<file path="config.mk">
export PLATFORM = sky130hd
export DESIGN_NAME = imem_dmem_arbiter
export DESIGN_NICKNAME = d
export VERILOG_FILES = /design/src/rtl/cpu_pkg.sv /design/src/rtl/mem_resp_tracker.sv /design/src/rtl/imem_dmem_arbiter.sv
export SDC_FILE = /design/constraint.sdc
export NUM_CORES = 1
export LEC_CHECK = 0
export CAP_MARGIN = 25
export CELL_PAD_IN_SITES_DETAIL_PLACEMENT = 1
export CELL_PAD_IN_SITES_GLOBAL_PLACEMENT = 2
export CORE_MARGIN = 2
export CORE_UTILIZATION = 16
export DETAILED_ROUTE_END_ITERATION = 12
export HOLD_SLACK_MARGIN = 0.02
export PLACE_DENSITY = 0.83
export RECOVER_POWER = 25
export SYNTH_ARGS = -nofsm -noshare
export SYNTH_HDL_FRONTEND = slang
export SYNTH_SLANG_ARGS = --single-unit
</file>
<file path="constraint.sdc">
create_clock -name clk -period 1.3 [get_ports clk]
set_clock_uncertainty 0.05 [all_clocks]
set_input_delay 0.13 -clock clk [delete_from_list [all_inputs] [get_ports clk]]
set_output_delay 0.13 -clock clk [all_outputs]
set_load 0.1 [all_outputs]
</file>
<file path="src/rtl/cpu_pkg.sv">
// Shared types for the fetch/data memory arbiter: owner tags, arbitration
// priority state and the in-flight response tag.
package cpu_pkg;

  typedef enum logic {OWN_FETCH, OWN_DATA} mem_owner_e;
  typedef enum logic {PRIO_DATA, PRIO_FETCH} arb_state_e;

  typedef struct packed {
    logic       valid;
    mem_owner_e owner;
  } mem_tag_t;

  localparam logic [3:0] BE_ALL = 4'hF;

endpackage

</file>
<file path="src/rtl/mem_resp_tracker.sv">
// Tracks outstanding reads through the fixed-latency memory and steers each
// returning word to the requester that issued it, strictly in issue order.
module mem_resp_tracker
  import cpu_pkg::*;
#(
  parameter int unsigned MEM_LAT = 1
) (
  input  logic        clk,
  input  logic        rst_n,
  input  logic        push_i,
  input  mem_owner_e  owner_i,
  input  logic [31:0] mem_rdata_i,
  output logic        if_rvalid_o,
  output logic [31:0] if_rdata_o,
  output logic        dm_rvalid_o,
  output logic [31:0] dm_rdata_o
);

  mem_tag_t [MEM_LAT-1:0] tag_q;
  mem_tag_t [MEM_LAT:0]   shifted;
  mem_tag_t               push_tag;
  mem_tag_t               tail;
  logic [31:0]            if_rdata_q;
  logic [31:0]            dm_rdata_q;

  // Stores still shift an invalid tag so every slot ages by exactly one cycle.
  assign push_tag = '{valid: push_i, owner: owner_i};
  assign shifted  = {tag_q, push_tag};
  assign tail     = tag_q[MEM_LAT-1];

  assign if_rvalid_o = tail.valid && (tail.owner == OWN_FETCH);
  assign dm_rvalid_o = tail.valid && (tail.owner == OWN_DATA);
  assign if_rdata_o  = if_rvalid_o ? mem_rdata_i : if_rdata_q;
  assign dm_rdata_o  = dm_rvalid_o ? mem_rdata_i : dm_rdata_q;

  always_ff @(posedge clk or negedge rst_n) begin
    if (!rst_n) begin
      tag_q      <= '0;
      if_rdata_q <= '0;
      dm_rdata_q <= '0;
    end else begin
      tag_q <= shifted[MEM_LAT-1:0];
      if (if_rvalid_o) if_rdata_q <= mem_rdata_i;
      if (dm_rvalid_o) dm_rdata_q <= mem_rdata_i;
    end
  end

endmodule

</file>
<file path="src/rtl/imem_dmem_arbiter.sv">
// Per-cycle arbiter sharing one single-ported memory between instruction
// fetch and the data stage; data wins by default, fetch after starvation.
module imem_dmem_arbiter
  import cpu_pkg::*;
#(
  parameter int unsigned AW         = 32,
  parameter int unsigned MEM_LAT    = 1,
  parameter int unsigned STARVE_MAX = 3
) (
  input  logic          clk,
  input  logic          rst_n,
  input  logic          if_req_i,
  input  logic [AW-1:0] if_addr_i,
  output logic          if_gnt_o,
  output logic          if_rvalid_o,
  output logic [31:0]   if_rdata_o,
  output logic          if_stall_o,
  input  logic          dm_req_i,
  input  logic          dm_we_i,
  input  logic [AW-1:0] dm_addr_i,
  input  logic [31:0]   dm_wdata_i,
  input  logic [3:0]    dm_be_i,
  output logic          dm_gnt_o,
  output logic          dm_rvalid_o,
  output logic [31:0]   dm_rdata_o,
  output logic          mem_req_o,
  output logic          mem_we_o,
  output logic [AW-1:0] mem_addr_o,
  output logic [31:0]   mem_wdata_o,
  output logic [3:0]    mem_be_o,
  input  logic [31:0]   mem_rdata_i
);

  localparam logic [3:0] STARVE_LIM = 4'(STARVE_MAX);

  arb_state_e state_q, state_d;
  logic [3:0] starve_q, starve_d;
  logic       store;
  mem_owner_e push_owner;

  // Grants are held low during reset so every output reads zero.
  always_comb begin
    if_gnt_o = 1'b0;
    dm_gnt_o = 1'b0;
    if (rst_n) begin
      if (state_q == PRIO_FETCH) begin
        if_gnt_o = if_req_i;
        dm_gnt_o = dm_req_i & ~if_req_i;
      end else begin
        dm_gnt_o = dm_req_i;
        if_gnt_o = if_req_i & ~dm_req_i;
      end
    end
  end

  // Leaving PRIO_FETCH always clears the count: fetch was either granted or dropped.
  always_comb begin
    starve_d = '0;
    state_d  = PRIO_DATA;
    if (state_q == PRIO_DATA && if_req_i && !if_gnt_o) begin
      starve_d = starve_q + 4'd1;
      if (starve_d == STARVE_LIM) state_d = PRIO_FETCH;
    end
  end

  always_ff @(posedge clk or negedge rst_n) begin
    if (!rst_n) begin
      state_q  <= PRIO_DATA;
      starve_q <= '0;
    end else begin
      state_q  <= state_d;
      starve_q <= starve_d;
    end
  end

  assign store       = dm_gnt_o & dm_we_i;
  assign if_stall_o  = rst_n & if_req_i & ~if_gnt_o;
  assign mem_req_o   = if_gnt_o | dm_gnt_o;
  assign mem_we_o    = store;
  assign mem_addr_o  = if_gnt_o ? if_addr_i : (dm_gnt_o ? dm_addr_i : '0);
  assign mem_wdata_o = store ? dm_wdata_i : '0;
  assign mem_be_o    = store ? dm_be_i : (mem_req_o ? BE_ALL : '0);
  assign push_owner  = if_gnt_o ? OWN_FETCH : OWN_DATA;

  mem_resp_tracker #(
    .MEM_LAT (MEM_LAT)
  ) u_resp (
    .clk         (clk),
    .rst_n       (rst_n),
    .push_i      (mem_req_o & ~mem_we_o),
    .owner_i     (push_owner),
    .mem_rdata_i (mem_rdata_i),
    .if_rvalid_o (if_rvalid_o),
    .if_rdata_o  (if_rdata_o),
    .dm_rvalid_o (dm_rvalid_o),
    .dm_rdata_o  (dm_rdata_o)
  );

endmodule
</file>
-- Word level (Yosys, flattened, before mapping)
Index checks and enable logic that the tools add are counted.
- bitwise operators: 13
- $add $sub $neg: 1
- muxes and demuxes: 15
- reductions and logical operators: 5
- equality and inequality tests: 1
- operators with widths (kind ; count):
    two-way mux 32 bit ; 5
    two-way mux 4 bit ; 3
    two-way mux 1 bit ; 7
    AND 1 bit ; 6
    inverter 1 bit ; 6
    adder 4 x 1 -> 4 bit, second input constant ; 1
    == test 4 x 2 -> 1 bit, second input constant ; 1
    logical AND 1 bit ; 4
    logical NOT 1 bit ; 1
    bitwise OR 1 bit ; 1
- output and inout bits: 139
- register bits after elaboration: 71
- bits of input ports: 137
- word-level logic and storage cells: 41

-- Depth between registers and ports, before layout
- depth after elaboration: 7
- gate-level depth with buffers: 5
- gate-level depth less buffers: 4

-- Cells and area by module
Synthesis repeated with hierarchy kept, for this count alone.
- cells, all modules: 257
- area total of the unflattened synthesis: 3503.4 um^2
- by module, submodules not included (module ; seq. area each (um^2) ; cells each ; instances ; area each (um^2)):
    mem_resp_tracker ; 1651.6 ; 141 ; 1 ; 2613.8
    imem_dmem_arbiter ; 125.1 ; 116 ; 1 ; 889.6

-- Worst setup path after synthesis
No wires, ideal clock.
- path kind: reg2out
- start: reg state_q
- end: out mem_be_o[0]
- required time: 1.120 ns
- stages on the path, launching flop included: 4
- arrival time: 2.736 ns
- buffers on the path: 0
- slack: -1.616 ns
- cells stage by stage: dfrtp_1 nand2b_1 nand2_1 a21boi_0
- cells in the longest elaborated chain, start to end: 5
- elaborated cells between the ends (all ways): 8
- those cells by class: mux: 6; bitwise: 2
- RTL lines (item ; RTL line ; text):
    start: declaration ; imem_dmem_arbiter.sv:36 ; arb_state_e state_q, state_d;
    start signal: assignment ; imem_dmem_arbiter.sv:71 ; state_q <= state_d;
    two-way mux 1 bit ; imem_dmem_arbiter.sv:46 ; if (state_q == PRIO_FETCH) begin
    two-way mux 1 bit ; imem_dmem_arbiter.sv:45 ; if (rst_n) begin
    bitwise OR 1 bit ; imem_dmem_arbiter.sv:78 ; assign mem_req_o = if_gnt_o | dm_gnt_o;
    two-way mux 4 bit ; imem_dmem_arbiter.sv:82 ; assign mem_be_o = store ? dm_be_i : (mem_req_o ? BE_ALL : '0);
    two-way mux 4 bit * ; imem_dmem_arbiter.sv:82 ;
    end: declaration ; imem_dmem_arbiter.sv:30 ; output logic [3:0] mem_be_o,
Mark *: on every way between the ends. The rest lies on a longest branch, timed or not.

-- Worst setup path in the final report
- start: reg u_resp.tag_q (netlist bit u_resp.shifted[2])
- end: out if_rdata_o[18]
- cells in the longest elaborated chain, start to end: 3
- RTL lines (item ; RTL line ; text):
    start: declaration ; mem_resp_tracker.sv:19 ; mem_tag_t [MEM_LAT-1:0] tag_q;
    start signal: assignment ; mem_resp_tracker.sv:42 ; tag_q <= shifted[MEM_LAT-1:0];
    inverter 1 bit ; mem_resp_tracker.sv:31 ; assign if_rvalid_o = tail.valid && (tail.owner == OWN_FETCH);
    logical AND 1 bit ; mem_resp_tracker.sv:31 ;
    two-way mux 32 bit ; mem_resp_tracker.sv:33 ; assign if_rdata_o = if_rvalid_o ? mem_rdata_i : if_rdata_q;
    end: declaration ; imem_dmem_arbiter.sv:16 ; output logic [31:0] if_rdata_o,
No other way between the ends.

==> run_summary.xml <==
<?xml version="1.0" encoding="UTF-8"?>
<metrics>
  <group name="outcome">
    <metric name="violated_checks" unit="">negative setup slack</metric>
    <metric name="outcome" unit="">finished, violations left</metric>
  </group>
  <group name="drt">
    <metric name="vias_per_cell" unit="">4.07</metric>
    <metric name="routedWlPerCell" unit="um">19.9</metric>
    <metric name="first_iter_violations" unit="">34</metric>
    <metric name="route.antenna.remaining_nets" unit="">0</metric>
    <metric name="drc" unit="">0</metric>
    <metric name="route.final.wire_length" unit="um">16900</metric>
    <metric name="first_pass_iters" unit="">3</metric>
    <metric name="vias" unit="">3454</metric>
  </group>
  <group name="sta">
    <metric name="finalCriticalPeriod" unit="ns">1.90</metric>
    <metric name="slew-limit-headroom" unit="">0.475</metric>
    <metric name="worst-slew-pin-transition" unit="ns">0.788</metric>
    <metric name="setup_ws" unit="ns">-0.598</metric>
    <metric name="fin_tns_setup" unit="ns">-75.71</metric>
    <metric name="final_min_period_over_clock_period" unit="">1.46</metric>
    <metric name="setup_violations" unit="">182</metric>
    <metric name="grt_setup_unrepaired" unit="">yes</metric>
    <metric name="fmax" unit="MHz">527</metric>
    <metric name="slew_viol_final" unit="">0</metric>
    <metric name="finalHoldViolations" unit="">0</metric>
  </group>
  <group name="setup_path">
    <metric name="path_common_cell" unit="">sky130_fd_sc_hd__buf_12</metric>
    <metric name="startpoint_type" unit="">register</metric>
    <metric name="worst-path-max-fanout" unit="">8</metric>
    <metric name="worstPathRequired" unit="ns">1.12</metric>
    <metric name="startpoint_of_the_worst_setup_timing_path" unit="">u_resp.shifted[2]$_DFF_PN0_</metric>
    <metric name="crit_path_max_incr_delay" unit="ns">0.44</metric>
    <metric name="worst_r2r_endpoint" unit="">u_resp.if_rdata_q[18]$_DFF_PN0_</metric>
    <metric name="path_class" unit="">reg -&gt; out</metric>
    <metric name="capturing_instance_or_port_of_the_critical_path" unit="">if_rdata_o[18]</metric>
    <metric name="critical_path_arrival" unit="ns">1.72</metric>
    <metric name="critical_path.cell_chain" unit="">nor2b_4 &gt; buf_12 &gt; clkbuf_16 &gt; mux2_4 &gt; buf_12</metric>
    <metric name="regToRegStartpoint" unit="">u_resp.shifted[2]$_DFF_PN0_</metric>
    <metric name="timing.reg2reg.worst_path_depth" unit="">5</metric>
    <metric name="critical_path.endpoint_type" unit="">output port</metric>
    <metric name="setup.reg_to_reg.worst_slack" unit="ns">-0.19</metric>
    <metric name="critical-path-slowest-cell" unit="">sky130_fd_sc_hd__dfrtp_2</metric>
  </group>
  <group name="floorplanning">
    <metric name="rows" unit="">52</metric>
    <metric name="initial_core_util" unit="">0.164</metric>
    <metric name="floorplan.core_area" unit="um^2">20400</metric>
    <metric name="floorplan.die_area" unit="um^2">22000</metric>
    <metric name="die_w" unit="um">148</metric>
    <metric name="dieHeight" unit="um">148</metric>
    <metric name="ioPinCount" unit="">276</metric>
  </group>
  <group name="synthesis">
    <metric name="synth_async_reset_ratio" unit="">1.00</metric>
    <metric name="synth.distinct_cells" unit="">26</metric>
    <metric name="synthMostInstantiatedCell" unit="">sky130_fd_sc_hd__dfrtp_1</metric>
    <metric name="synth.net_count" unit="">396</metric>
    <metric name="ys_seq_elements" unit="">71</metric>
    <metric name="synth_area_per_cell" unit="um^2">13.0</metric>
    <metric name="synth-seq-area-share" unit="">0.532</metric>
    <metric name="syn_inst_count" unit="">257</metric>
    <metric name="synth_edf_count" unit="">0</metric>
    <metric name="syn-cell-area" unit="um^2">3340</metric>
    <metric name="synth-main-ff-cell" unit="">sky130_fd_sc_hd__dfrtp_1</metric>
    <metric name="ys.warnings.count" unit="">0</metric>
    <metric name="synth.top_cells.by_area" unit="">sky130_fd_sc_hd__dfrtp_1 53%, sky130_fd_sc_hd__mux2_2 19%, sky130_fd_sc_hd__a22o_1 8.4%, sky130_fd_sc_hd__and3_1 6.2%, sky130_fd_sc_hd__mux2_1 3.0%</metric>
    <metric name="synth_common_cells" unit="">71 x sky130_fd_sc_hd__dfrtp_1, 55 x sky130_fd_sc_hd__mux2_2, 33 x sky130_fd_sc_hd__and3_1</metric>
    <metric name="synth_top_area_cell" unit="">sky130_fd_sc_hd__dfrtp_1</metric>
    <metric name="yosysTopAreaCellShare" unit="">0.532</metric>
  </group>
  <group name="cts">
    <metric name="cts-htree-levels" unit="">3</metric>
    <metric name="ctsRootBufferMaster" unit="">sky130_fd_sc_hd__clkbuf_16</metric>
    <metric name="cts_max_path_buffers" unit="">2</metric>
    <metric name="clk_latency" unit="ns">0.32</metric>
    <metric name="cts_made_buffers" unit="">9</metric>
    <metric name="cts_tree" unit="">yes</metric>
    <metric name="cts.reportedPaths.clkPinSlew" unit="ns">0.06</metric>
    <metric name="numClockSinks" unit="">71</metric>
  </group>
  <group name="global_route">
    <metric name="wire_length_of_the_first_global_routing_pass" unit="um">24300</metric>
    <metric name="antenna_found_initial" unit="">0</metric>
    <metric name="grt_overflow" unit="">0</metric>
    <metric name="globalRouteTotalUtil" unit="">0.143</metric>
    <metric name="grt_most_used_layer" unit="">met2</metric>
    <metric name="grt_pass1_vias" unit="">4090</metric>
    <metric name="met1_usage" unit="">0.160</metric>
    <metric name="met3_usage" unit="">0.0543</metric>
    <metric name="use_met2" unit="">0.259</metric>
    <metric name="grt_max_degree" unit="">43</metric>
  </group>
  <group name="placed_design">
    <metric name="dp_cells" unit="">807</metric>
    <metric name="io_buffer_count" unit="">275</metric>
    <metric name="place.detailed.hpwl" unit="um">12600</metric>
    <metric name="routabilityCongestion" unit="">0.751</metric>
  </group>
  <group name="hold_path">
    <metric name="min_path_type" unit="">in -&gt; async</metric>
  </group>
  <group name="finish">
    <metric name="drive_gt1_frac" unit="">0.607</metric>
    <metric name="post_layout_nonfiller_instances" unit="">848</metric>
    <metric name="utilization" unit="">0.468</metric>
    <metric name="syn2layout_area_growth" unit="%">185</metric>
    <metric name="layout.nets" unit="">712</metric>
    <metric name="insertedDiodeCount" unit="">0</metric>
  </group>
  <group name="power">
    <metric name="p_leak" unit="nW">4.20</metric>
    <metric name="power_density" unit="nW/um^2">1560</metric>
    <metric name="power.ir.vdd_worst" unit="uV">798</metric>
  </group>
  <group name="flow_run">
    <metric name="drv_cap" unit="">0</metric>
  </group>
</metrics>
[worst min-delay path by stage]
stage                                            to  slack, ns  cells after the start
global route        u_resp.dm_rdata_q[24]$_DFF_PN0_       0.12                      2
global placement        u_resp.shifted[2]$_DFF_PN0_       0.15                      2
detailed placement  u_resp.dm_rdata_q[22]$_DFF_PN0_       0.16                      2
floorplan                     starve_q[0]$_DFF_PN0_      -0.22                      0
finish                  u_resp.shifted[3]$_DFF_PN0_       0.04                      2
CTS                               state_q$_DFF_PN0_      -0.19                      2
[registers in the layout (all words and copies together), names as in the netlist]
signal             cells
u_resp.if_rdata_q     32
u_resp.shifted         2
state_q                1
starve_q               4
u_resp.dm_rdata_q     32
[power breakdown]
group / internal, mW / leakage (nW) / switching, mW / total, mW
sequential: 2.69 / 0.857 / 0.167 / 2.85
clock: 1.55 / 0.149 / 0.977 / 2.52
combinational: 3.69 / 3.19 / 5.74 / 9.44
total: 7.93 / 4.20 / 6.89 / 14.8
[cell families after synthesis]
family                     synth area share
DFF                                   0.532
and+or+nand+nor                      0.0873
adders and majority gates           0.00749
AOI/OAI and AO/OA                     0.106
muxes                                 0.216
xor gates and xnor gates            0.00525
buffers and inverters                0.0461
[through the flow]
stage          setup slack [ns]  total power, mW  instance area (um^2)  hold slack, ns
3_5_place_dp             -0.558             12.1                  8700           0.157
4_1_cts                  -0.623             14.8                  9300          -0.189
6_report                 -0.598             14.8                  9530          0.0409
2_1_floorplan            -0.257             8.55                  4190          -0.216
3_3_place_gp             -0.524             11.9                  8700           0.147
5_1_grt                  -0.652             15.3                  9530           0.116
[area by class of cell]
class                   instances  area [um^2]
well taps                     270          338
clock inverters                 6         68.8
clock buffers                  10          239
inverters                       5         22.5
repair buffers                326         4860
fillers                      1972        10800
flip-flops and latches         71         1780
multi-input cells             160         2220
[critical path, delay by kind of cell, from the launching register on]
family	cells	cell delay [ns]
buffers and inverters	3	0.46
DFF	1	0.44
muxes	1	0.34
and+or+nand+nor	1	0.14
[per-layer routing]
layer / share of wire / wire length [um]
met5: 0 / 0
met4: 0.012 / 206
met3: 0.093 / 1580
met2: 0.52 / 8720
met1: 0.38 / 6370
[what timing repair did]
action | CTS | global route
gates resized for setup | 26 | 15
buffers inserted | 5 | 10
pin swaps | 6 | 3
endpoints found under the setup margin | 195 | 194
hold endpoints to repair | 29 | 29
cloned | 6 | 8
[cells in the final DEF (no fill, tap or decap), types with 3 or more instances in the layout]
cell                                n
sky130_fd_sc_hd__buf_12           147
sky130_fd_sc_hd__dfrtp_1           70
sky130_fd_sc_hd__a22o_4            32
sky130_fd_sc_hd__nor2_1             4
sky130_fd_sc_hd__a21boi_4           4
sky130_fd_sc_hd__buf_6             14
sky130_fd_sc_hd__and3_4            33
sky130_fd_sc_hd__clkbuf_16         14
sky130_fd_sc_hd__buf_4             15
sky130_fd_sc_hd__mux2_4            64
sky130_fd_sc_hd__inv_1              4
sky130_fd_sc_hd__buf_8              5
sky130_fd_sc_hd__o21ai_1            3
sky130_fd_sc_hd__clkdlybuf4s50_1  133
Power figures use the tool's default switching activity.
